<file path="src/rtl/ctrlsig_bubble_reg.sv">
// ctrlsig_bubble_reg: registered ID/EX control-bundle stage with multi-cycle
// bubble insertion, stall (hold), flush, and a saturating bubble counter.
module ctrlsig_bubble_reg #(
   parameter int                 CTRL_W  = 18,
   parameter logic [CTRL_W-1:0]  NOP_VAL = {CTRL_W{1'b0}},
   parameter int                 BUB_W   = 2,
   parameter int                 STAT_W  = 16
) (
   input  logic              clk,
   input  logic              rst_n,
   input  logic [CTRL_W-1:0] ctrl_in,
   input  logic              stall,
   input  logic              flush,
   input  logic              bubble_req,
   input  logic [BUB_W-1:0]  bubble_len,
   output logic [CTRL_W-1:0] ctrl_out,
   output logic              bubble_active,
   output logic              upstream_hold,
   output logic [STAT_W-1:0] bubble_total
);

   typedef enum logic {
      IDLE   = 1'b0,
      BUBBLE = 1'b1
   } state_t;

   state_t            state_reg, state_next;
   logic [BUB_W-1:0]  rem_reg, rem_next;
   logic [CTRL_W-1:0] ctrl_out_reg, ctrl_out_next;
   logic              bubble_active_reg, bubble_active_next;
   logic [STAT_W-1:0] bubble_total_reg, bubble_total_next;
   logic [STAT_W-1:0] total_inc;

   // Saturating increment: the counter sticks at all-ones instead of wrapping.
   always_comb begin
      total_inc = bubble_total_reg;
      if (bubble_total_reg != {STAT_W{1'b1}})
         total_inc = bubble_total_reg + STAT_W'(1);
   end

   // Next-state logic; priority is flush, then stall, then bubble/pass handling.
   always_comb begin
      state_next         = state_reg;
      rem_next           = rem_reg;
      ctrl_out_next      = ctrl_out_reg;
      bubble_active_next = bubble_active_reg;
      bubble_total_next  = bubble_total_reg;

      if (flush) begin
         // Cancel pending bubbles; a flushed NOP is not counted as a bubble.
         ctrl_out_next      = NOP_VAL;
         bubble_active_next = 1'b0;
         rem_next           = '0;
         state_next         = IDLE;
      end else if (!stall) begin
         case (state_reg)
            IDLE: begin
               if (bubble_req) begin
                  ctrl_out_next      = NOP_VAL;
                  bubble_active_next = 1'b1;
                  bubble_total_next  = total_inc;
                  rem_next           = bubble_len;
                  // A length field of zero means a single bubble: no BUBBLE state.
                  state_next         = (bubble_len != '0) ? BUBBLE : IDLE;
               end else begin
                  ctrl_out_next      = ctrl_in;
                  bubble_active_next = 1'b0;
               end
            end
            BUBBLE: begin
               ctrl_out_next      = NOP_VAL;
               bubble_active_next = 1'b1;
               bubble_total_next  = total_inc;
               rem_next           = rem_reg - BUB_W'(1);
               if (rem_reg == BUB_W'(1))
                  state_next = IDLE;
            end
            default: begin
               state_next = IDLE;
               rem_next   = '0;
            end
         endcase
      end
   end

   // State and output registers with asynchronous active-low reset.
   always_ff @(posedge clk or negedge rst_n) begin
      if (!rst_n) begin
         state_reg         <= IDLE;
         rem_reg           <= '0;
         ctrl_out_reg      <= NOP_VAL;
         bubble_active_reg <= 1'b0;
         bubble_total_reg  <= '0;
      end else begin
         state_reg         <= state_next;
         rem_reg           <= rem_next;
         ctrl_out_reg      <= ctrl_out_next;
         bubble_active_reg <= bubble_active_next;
         bubble_total_reg  <= bubble_total_next;
      end
   end

   assign ctrl_out      = ctrl_out_reg;
   assign bubble_active = bubble_active_reg;
   assign upstream_hold = (state_reg == BUBBLE);
   assign bubble_total  = bubble_total_reg;

endmodule

</file>
<file path="config.mk">
export PLATFORM = sky130hd
export DESIGN_NAME = ctrlsig_bubble_reg
export DESIGN_NICKNAME = d
export VERILOG_FILES = /design/src/rtl/ctrlsig_bubble_reg.sv
export SDC_FILE = /design/constraint.sdc
export NUM_CORES = 1
export LEC_CHECK = 0
export CAP_MARGIN = 20
export CORE_ASPECT_RATIO = 0.5
export CORE_MARGIN = 3
export CORE_UTILIZATION = 46
export DETAILED_ROUTE_END_ITERATION = 7
export PLACE_DENSITY = 0.82
export SYNTH_ARGS = -nofsm -noshare
export SYNTH_HDL_FRONTEND = slang
export SYNTH_SLANG_ARGS = --single-unit
</file>
<file path="constraint.sdc">
create_clock -name clk -period 3.55 [get_ports clk]
set_input_delay 0.71 -clock clk [delete_from_list [all_inputs] [get_ports clk]]
set_output_delay 0.71 -clock clk [all_outputs]
set_load 0.1 [all_outputs]
</file>
==> results of run 1 <==
through the flow:
step,utilization (%),cell area (um^2)
after global routing,74.3,2410
after detailed placement,71.0,2300
after global placement,71.0,2300
after CTS,74.3,2410
after floorplan,-,1680
final,74.3,2410
placed cells by master, fill, tap and decap left out, types with 3 or more instances in the layout:
master	synthesis	final
nor2_1	10	10
inv_1	4	4
nand2_1	12	12
xnor2_1	5	5
o21ai_0	3	3
clkdlybuf4s50_1	0	54
dfrtp_1	38	38
a22o_1	18	18
buf_4	1	5
clkbuf_8	0	5
nand3_1	4	4
xor2_1	10	10
synth_stat cells (all sizes together) (3+ instances only):
library cell,number,share of area (%)
nor3,5,2.8
a22o,18,9.4
nor2,12,3.0
buf,4,1.3
nand2,12,2.7
nand4,3,2.0
xor2,10,5.2
nand3,4,1.2
nor4,3,2.4
xnor2,5,2.6
o21ai,3,0.89
dfrtp,38,57
inv,4,0.89
routing by layer:
metal	wire, um	vias to the layer above	GRT usage [%]
met2	1850	43	29.0
met5	0	-	0
met1	1760	636	23.5
li1	-	612	-
met4	56	0	7.00
met3	203	7	5.57
cell families (layout without fill, tap and decap cells):
family | Yosys count | after routing | synth area share (%)
buffers and inverters | 8 | 72 | 2.24
XOR/XNOR | 15 | 15 | 7.82
AND/OR/NAND/NOR | 43 | 43 | 16.2
multiplexers | 3 | 3 | 2.09
AO/OA/AOI/OAI | 26 | 26 | 13.6
adder cells (fa/ha/maj) | 2 | 2 | 1.49
flip-flops | 38 | 38 | 56.6
worst paths after layout:
check / startpoint / endpoint / cells after the start
hold / removal: rst_n / bubble_total[15]$_DFFE_PN0P_ / 1
setup reg to reg: bubble_total[0]$_DFFE_PN0P_ / bubble_total[1]$_DFFE_PN0P_ / 5
hold reg to reg: bubble_active$_DFFE_PN0P_ / bubble_active$_DFFE_PN0P_ / 2
min in group clk: bubble_active$_DFFE_PN0P_ / bubble_active$_DFFE_PN0P_ / 2
setup / recovery: bubble_total[6]$_DFFE_PN0P_ / bubble_total[6] / 1
max in group asynchronous: rst_n / ctrl_out[12]$_DFFE_PN0P_ / 1
final cells by class:
cell class                 count  area (um^2)
sequential                    38          951
fill                         216          832
multi-input combinational     89          691
timing repair buffer          60          583
clock buffer                   5         68.8
tap                           48         60.1
clock inverter                 3         40.0
inverter                       4         15.0
power by group:
group | switching, mW | internal [mW] | leakage (nW)
Sequential | 0.0465 | 0.473 | 0.509
Clock | 0.161 | 0.207 | 0.0579
Combinational | 0.363 | 0.127 | 0.513
Total | 0.570 | 0.807 | 1.08
==> results.py, run 1 <==
metrics = {
    "clock_tree": {
        "cts_repair_resize_count": 0,
        "clock_latency_ns": 0.29,
        "cts_tree": "done",
        "htree_levels": 2,
        "cts_root_buf": "clkbuf_8",
        "clock_sinks": 38,
        "cts_setup_buffers": 0,
        "cts.clk_slew.worst_paths_ns": 0.08,
        "cts_max_path_buffers": 2,
        "hold_buffers": 0,
        "cts_buffers": 5,
    },
    "timing": {
        "min_period_ns": 2.62,
        "tightest_slew_ns": 0.999,
        "rsz0062_at_grt": "no",
        "setup_tns_ns": 0,
        "whs_ns": 0.495,
        "setup_viol": 0,
        "maxClockFrequency_mhz": 381,
        "maxSlewHeadroom_pct": 33.2,
        "fin_ws_ns": 0.928,
        "fin_crit_sh_pct": 73.9,
        "final-hold-violation-count": 0,
        "finClkSkew_ns": 0.00231,
        "drv_slew": 0,
    },
    "run_status": {
        "status": "completed",
    },
    "grt": {
        "grt_max_degree": 39,
        "grt_usage_pct": 18.2,
        "grt_antenna_before_repair": 0,
        "grt_overflow": 0,
        "grt_pass1_vias": 1325,
        "grt_pass1_wl_um": 6390,
    },
    "floorplan": {
        "die_area_um2": 4450,
        "die_width_um": 91.4,
        "ios": 61,
        "initial_core_util_pct": 51.8,
        "core_um2": 3240,
        "fp.dieH_um": 48.7,
        "fp-row-count": 14,
    },
    "critical_path": {
        "cp_max_fo": 4,
        "worstPathArrival_ns": 1.91,
        "cp.required_ns": 2.84,
        "reg2reg_setup_slack_ns": 1.62,
        "worstSetupPathType": "flop to output pin",
        "path_buf_inv": 1,
        "slowest_delay_ns": 1.17,
        "slowest_stage": "clkdlybuf4s50_1",
        "cp-start-kind": "flop",
        "crit_chain": "clkdlybuf4s50_1",
        "crit_family": "buffers and inverters",
        "endpoint_kind": "output pin",
    },
    "power_and_ir_drop": {
        "vdd_drop_max_uv": 647,
        "power_mw": 1.38,
        "power.leakage_nw": 1.08,
        "power_density_nw_per_um2": 572,
    },
    "place": {
        "portBuffers": 60,
        "dp_cells": 239,
        "pre_cts_slack_ns": 1.00,
        "gp_congestion": 0.772,
        "hpwl_um": 2740,
    },
    "yosys": {
        "postSynthAreaPerCell_um2": 12.4,
        "syn-cell-area_um2": 1680,
        "syn_nets": 162,
        "async_flop_share_pct": 100,
        "synthFlopType": "dfrtp_1",
        "synth_cells": 135,
        "synth_edf_count": 0,
        "synth-seq-cells": 38,
        "yosysUniqueCellTypes": 31,
        "yosysWarnings": 0,
        "synth-seq-area-share_pct": 56.6,
    },
    "cells_and_area": {
        "largest_reg_flops": 18,
        "area_delta_synth_final_pct": 43.4,
        "fin_nets": 225,
        "drive_above_1_share_pct": 14.1,
        "stdcell_count": 247,
        "num_antenna_cells": 0,
    },
    "route": {
        "dr.pass1.iters": 4,
        "vias": 1298,
        "ant_nets": 0,
        "drcViolationCount": 0,
        "wl_per_cell_um": 15.7,
        "wl_um": 3870,
        "drtIter0Drc": 46,
        "route.detailed.vias_per_inst": 5.26,
    },
    "flow_run": {
        "drv_cap": 0,
    },
    "hold_path": {
        "min_path_type": "input port to asynchronous set/reset pin",
    },
}
Power figures use the tool's default switching activity.
==> run 2, diff against run 1 <==
--- a/config.mk
+++ b/config.mk
@@ -8,9 +8,9 @@
 export CAP_MARGIN = 20
 export CORE_ASPECT_RATIO = 0.5
 export CORE_MARGIN = 3
-export CORE_UTILIZATION = 46
+export CORE_UTILIZATION = 44
 export DETAILED_ROUTE_END_ITERATION = 7
-export PLACE_DENSITY = 0.82
+export PLACE_DENSITY = 0.79
 export SYNTH_ARGS = -nofsm -noshare
 export SYNTH_HDL_FRONTEND = slang
 export SYNTH_SLANG_ARGS = --single-unit
==> constraint.sdc (replaced) <==
create_clock -name clk -period 2.5 [get_ports clk]
set_input_delay 0.5 -clock clk [delete_from_list [all_inputs] [get_ports clk]]
set_output_delay 0.5 -clock clk [all_outputs]
set_load 0.1 [all_outputs]
==> run 2 against run 1 <==
  * Clock power increased by 11%
  * Non-clock buffer count increased by 5
  * Largest power group unchanged
  * Critical endpoint is now bubble_total[14]$_DFFE_PN0P_
  * First-iteration DRC count decreased by 39%
  * Highest routed layer unchanged
  * Critical path type is now input port to flop
==> results.py, run 2 (synthesized netlist as in run 1, its figures left out) <==
metrics = {
    "critical_path": {
        "startpoint": "bubble_req",
        "cp.required_ns": 2.66,
        "worstReg2RegStart": "bubble_total[0]$_DFFE_PN0P_",
        "cp_max_fo": 4,
        "worstPathArrival_ns": 2.11,
        "cp-start-kind": "input port",
        "reg2reg_setup_slack_ns": 0.59,
        "r2r_end": "bubble_total[1]$_DFFE_PN0P_",
        "rr_worst_depth": 5,
        "worstSetupPathType": "input port to flop",
        "endpoint_kind": "flop",
    },
    "grt": {
        "grt_antenna_before_repair": 0,
        "grt_max_degree": 39,
        "grt_pass1_wl_um": 5940,
        "grt_pass1_vias": 1254,
        "grt_overflow": 0,
        "grt_usage_pct": 16.4,
    },
    "timing": {
        "setup_tns_ns": 0,
        "maxClockFrequency_mhz": 511,
        "final-hold-violation-count": 0,
        "setup_viol": 0,
        "finClkSkew_ns": 0.00520,
        "maxSlewHeadroom_pct": 44.9,
        "min_period_ns": 1.96,
        "tightest_slew_ns": 0.826,
        "drv_slew": 0,
        "rsz0062_at_grt": "no",
        "fin_crit_sh_pct": 78.2,
    },
    "run_status": {
        "status": "completed",
    },
    "cells_and_area": {
        "num_antenna_cells": 0,
        "area_delta_synth_final_pct": 39.7,
        "largest_reg_flops": 18,
        "final_common_cell": "buf_4",
        "drive_above_1_share_pct": 30.7,
        "stdcell_count": 253,
        "final_cell_mix": "41 x buf_4, 38 x dfrtp_1, 23 x clkdlybuf4s50_1",
        "fin_nets": 230,
    },
    "clock_tree": {
        "cts_buffers": 5,
        "clock_latency_ns": 0.28,
        "cts.clk_slew.worst_paths_ns": 0.07,
        "cts_root_buf": "clkbuf_8",
        "cts_tree": "done",
        "htree_levels": 2,
        "cts_repair_resize_count": 0,
        "clock_sinks": 38,
        "hold_buffers": 0,
        "cts_setup_buffers": 0,
        "cts_max_path_buffers": 2,
    },
    "floorplan": {
        "ios": 61,
        "die_area_um2": 4640,
        "fp.dieH_um": 49.7,
        "initial_core_util_pct": 47.3,
        "die_width_um": 93.4,
        "core_um2": 3550,
        "fp-row-count": 15,
    },
    "place": {
        "portBuffers": 60,
        "hpwl_um": 2620,
        "gp_congestion": 0.776,
        "dp_cells": 247,
    },
    "route": {
        "wl_um": 3580,
        "drcViolationCount": 0,
        "dr.pass1.iters": 4,
        "ant_nets": 0,
        "vias": 1277,
        "wl_per_cell_um": 14.1,
        "route.detailed.vias_per_inst": 5.05,
        "drtIter0Drc": 28,
    },
    "power_and_ir_drop": {
        "power.leakage_nw": 1.15,
        "vdd_drop_max_uv": 1010,
        "power_mw": 1.83,
        "power_density_nw_per_um2": 780,
    },
    "hold_path": {
        "min_path_type": "input port to asynchronous set/reset pin",
    },
    "flow_run": {
        "drv_cap": 0,
    },
}
==> run 2: area by class of cell <==
| type | instances | area, um^2 |
|---|---|---|
| flip-flops and latches | 38 | 951 |
| multi-input cells | 89 | 691 |
| inverters | 4 | 15.0 |
| repair buffers | 65 | 543 |
| clock buffers | 6 | 82.6 |
| well taps | 51 | 63.8 |
| fillers | 287 | 1200 |
==> run 2: routing by layer <==
layer	vias up	GRT usage, %	share of wire (%)
li1	618	-	-
met1	631	21.7	46
met2	26	26.2	48
met3	2	5.18	4.9
met4	0	4.38	0.59
met5	-	0	0
==> run 2: worst max path at each step <==
| stage | end | cells past startpoint |
|---|---|---|
| after floorplan | bubble_total[1]$_DFFE_PN0P_ | 5 |
| after global routing | bubble_total[10]$_DFFE_PN0P_ | 6 |
| after global placement | bubble_total[14]$_DFFE_PN0P_ | 6 |
| after CTS | bubble_total[10]$_DFFE_PN0P_ | 6 |
| final | bubble_total[14]$_DFFE_PN0P_ | 6 |
| after detailed placement | bubble_total[10]$_DFFE_PN0P_ | 6 |
==> run 2: worst max-delay path, cell delays in order <==
cell and delay (ns):
clkdlybuf4s50_1 0.57, nor2_2 0.10, or3_4 0.37, nor3_2 0.29
nand3_1 0.14, xnor2_1 0.14
==> run 2: per-stage QoR <==
stage / instance area [um^2] / setup WS (ns) / hold slack (ns) / utilization [%]
after floorplan: 1680 / 0.0126 / 0.204 / -
after global placement: 2260 / 0.305 / 0.470 / 63.8
after detailed placement: 2260 / 0.283 / 0.469 / 63.8
after CTS: 2350 / 0.539 / 0.347 / 66.1
after global routing: 2350 / 0.419 / 0.379 / 66.1
final: 2350 / 0.544 / 0.315 / 66.1
==> run 2: power breakdown <==
part           switching, mW  total, mW  internal, mW
Clock                  0.194      0.407         0.213
Sequential            0.0696      0.742         0.673
Combinational          0.511      0.680         0.169
==> run 3, diff against run 2 <==
==> constraint.sdc (replaced) <==
create_clock -name clk -period 2.05 [get_ports clk]
set_input_delay 0.41 -clock clk [delete_from_list [all_inputs] [get_ports clk]]
set_output_delay 0.41 -clock clk [all_outputs]
set_load 0.1 [all_outputs]
==> run 3 against run 2 <==
  * Setup slack worse by 0.41 ns
  * Register-to-register slack worse by 0.45 ns
  * Global-route usage up 0.92 points
  * Design area up 2.6%
  * Die area unchanged
  * Sequential cell count unchanged
  * Combinational power up 24%
  * Routed wire length up 2.3%
==> results.py, run 3 (synthesized netlist as in run 1, its figures left out) <==
metrics = {
    "clock_tree": {
        "hold_buffers": 0,
        "cts.clk_slew.worst_paths_ns": 0.07,
        "clock_sinks": 38,
        "cts_root_buf": "clkbuf_8",
        "cts_repair_resize_count": 0,
        "htree_levels": 2,
        "cts_setup_buffers": 0,
        "clock_latency_ns": 0.29,
        "cts_buffers": 5,
        "cts_max_path_buffers": 2,
        "cts_tree": "done",
    },
    "route": {
        "wl_um": 3660,
        "dr.pass1.iters": 4,
        "vias": 1245,
        "wl_per_cell_um": 14.2,
        "ant_nets": 0,
        "drcViolationCount": 0,
        "route.detailed.vias_per_inst": 4.84,
        "drtIter0Drc": 32,
    },
    "timing": {
        "fin_ws_ns": 0.136,
        "min_period_ns": 1.91,
        "drv_slew": 0,
        "rsz0062_at_grt": "no",
        "setup_tns_ns": 0,
        "final-hold-violation-count": 0,
        "maxClockFrequency_mhz": 522,
        "finClkSkew_ns": 0.00823,
        "setup_viol": 0,
        "tightest_slew_ns": 0.579,
        "fin_crit_sh_pct": 93.4,
        "maxSlewHeadroom_pct": 61.4,
    },
    "power_and_ir_drop": {
        "power.leakage_nw": 1.14,
        "power_density_nw_per_um2": 954,
        "seq_power_share_pct": 40.3,
        "p_clk_share_pct": 23.0,
        "vdd_drop_max_uv": 464,
        "intPower_mw": 1.33,
        "power.share.combinational_pct": 36.8,
        "power_mw": 2.30,
        "p_sw_mw": 0.968,
        "switching_share_pct": 42.2,
    },
    "hold_path": {
        "min_path_type": "input port to asynchronous set/reset pin",
    },
    "critical_path": {
        "reg2reg_setup_slack_ns": 0.14,
        "cp_max_fo": 8,
        "crit_family": "flip-flops",
        "worstSetupPathType": "flop to flop",
        "endpoint_kind": "flop",
        "cp-start-kind": "flop",
        "path_buf_inv": 0,
        "crit_chain": "ha_1, and4_4, nand4_4, o31ai_4, mux2_4",
        "cp.required_ns": 2.22,
        "slowest_stage": "dfrtp_4",
        "worstPathArrival_ns": 2.08,
        "slowest_delay_ns": 0.44,
    },
    "cells_and_area": {
        "num_antenna_cells": 0,
        "n_fill_cell": 275,
        "drive_above_1_share_pct": 38.8,
        "fin_nets": 232,
        "area_delta_synth_final_pct": 43.3,
        "largest_reg_flops": 18,
        "stdcell_count": 257,
        "final_common_cell": "buf_4",
        "final_cell_mix": "42 x buf_4, 23 x dfrtp_1, 23 x clkdlybuf4s50_1",
    },
    "place": {
        "dp_cells": 249,
        "portBuffers": 60,
        "pre_cts_slack_ns": 0.0857,
        "gp_congestion": 0.791,
        "hpwl_um": 2720,
    },
    "floorplan": {
        "die_width_um": 93.4,
        "ios": 61,
        "fp-row-count": 15,
        "core_um2": 3550,
        "initial_core_util_pct": 47.3,
        "fp.dieH_um": 49.7,
        "die_area_um2": 4640,
    },
    "grt": {
        "grt_pass1_wl_um": 6150,
        "grt_usage_pct": 17.3,
        "grt_overflow": 0,
        "grt_antenna_before_repair": 0,
        "grt_pass1_vias": 1234,
        "grt_max_degree": 28,
    },
    "run_status": {
        "status": "completed",
    },
    "flow_run": {
        "drv_cap": 0,
    },
}
run 3: cell count changes in the layout (fill, tap and decap cells not counted):
cell,before,now
buf_4,41,42
dfrtp_1,38,23
clkbuf_1,0,1
dfrtp_4,0,2
buf_12,0,1
dfrtp_2,0,13
clkinv_2,0,1
run 3: path summary, 6_finish.rpt:
check                                             start                      endpoint  cells after the start
setup / recovery            bubble_total[0]$_DFFE_PN0P_   bubble_total[1]$_DFFE_PN0P_                      5
hold / removal                                    rst_n        rem_reg[0]$_DFFE_PN0P_                      1
setup reg to reg            bubble_total[0]$_DFFE_PN0P_   bubble_total[1]$_DFFE_PN0P_                      5
hold reg to reg            bubble_total[15]$_DFFE_PN0P_  bubble_total[15]$_DFFE_PN0P_                      1
max in group asynchronous                         rst_n       ctrl_out[6]$_DFFE_PN0P_                      2
min in group clk           bubble_total[15]$_DFFE_PN0P_  bubble_total[15]$_DFFE_PN0P_                      1
run 3: metrics by stage:
stage               hold WS, ns  util (%)  instance area [um^2]
floorplan                 0.114         -                  1700
global placement          0.443      65.3                  2310
detailed placement        0.446      65.3                  2310
CTS                       0.136      67.8                  2410
global route              0.157      67.8                  2410
finish                    0.123      67.8                  2410
run 3: power by group through the flow:
| stage | clock [mW] | combinational, mW | sequential [mW] |
|---|---|---|---|
| final | 0.527 | 0.845 | 0.924 |
| after global routing | 0.580 | 0.875 | 0.935 |
| after CTS | 0.541 | 0.852 | 0.923 |
| after detailed placement | 0 | 0.851 | 0.937 |
| after global placement | 0 | 0.839 | 0.935 |
| after floorplan | 0 | 0.135 | 1.42 |
run 3: layout make-up:
cell class                 count  area [um^2]  share of cell area, %
clock buffer                   7         86.3                   3.59
clock inverter                 1         5.00                  0.208
inverter                       4         15.0                  0.624
multi-input combinational     89          691                   28.7
sequential                    38          975                   40.5
tap                           51         63.8                   2.65
timing repair buffer          67          571                   23.7
run 3: layer usage:
metal	wire (um)	vias to the layer above	track usage, %	share of wire (%)
met1	1680	587	22.5	46
met5	0	-	0	0
met4	47	0	5.84	1.3
met3	188	5	4.73	5.1
li1	-	621	-	-
met2	1750	32	28.2	48
run 3: worst register-to-register path: stages (launching register included):
cell and delay (ns):
dfrtp_4 0.44, ha_1 0.20, and4_4 0.26, nand4_4 0.15, o31ai_4 0.43, mux2_4 0.34
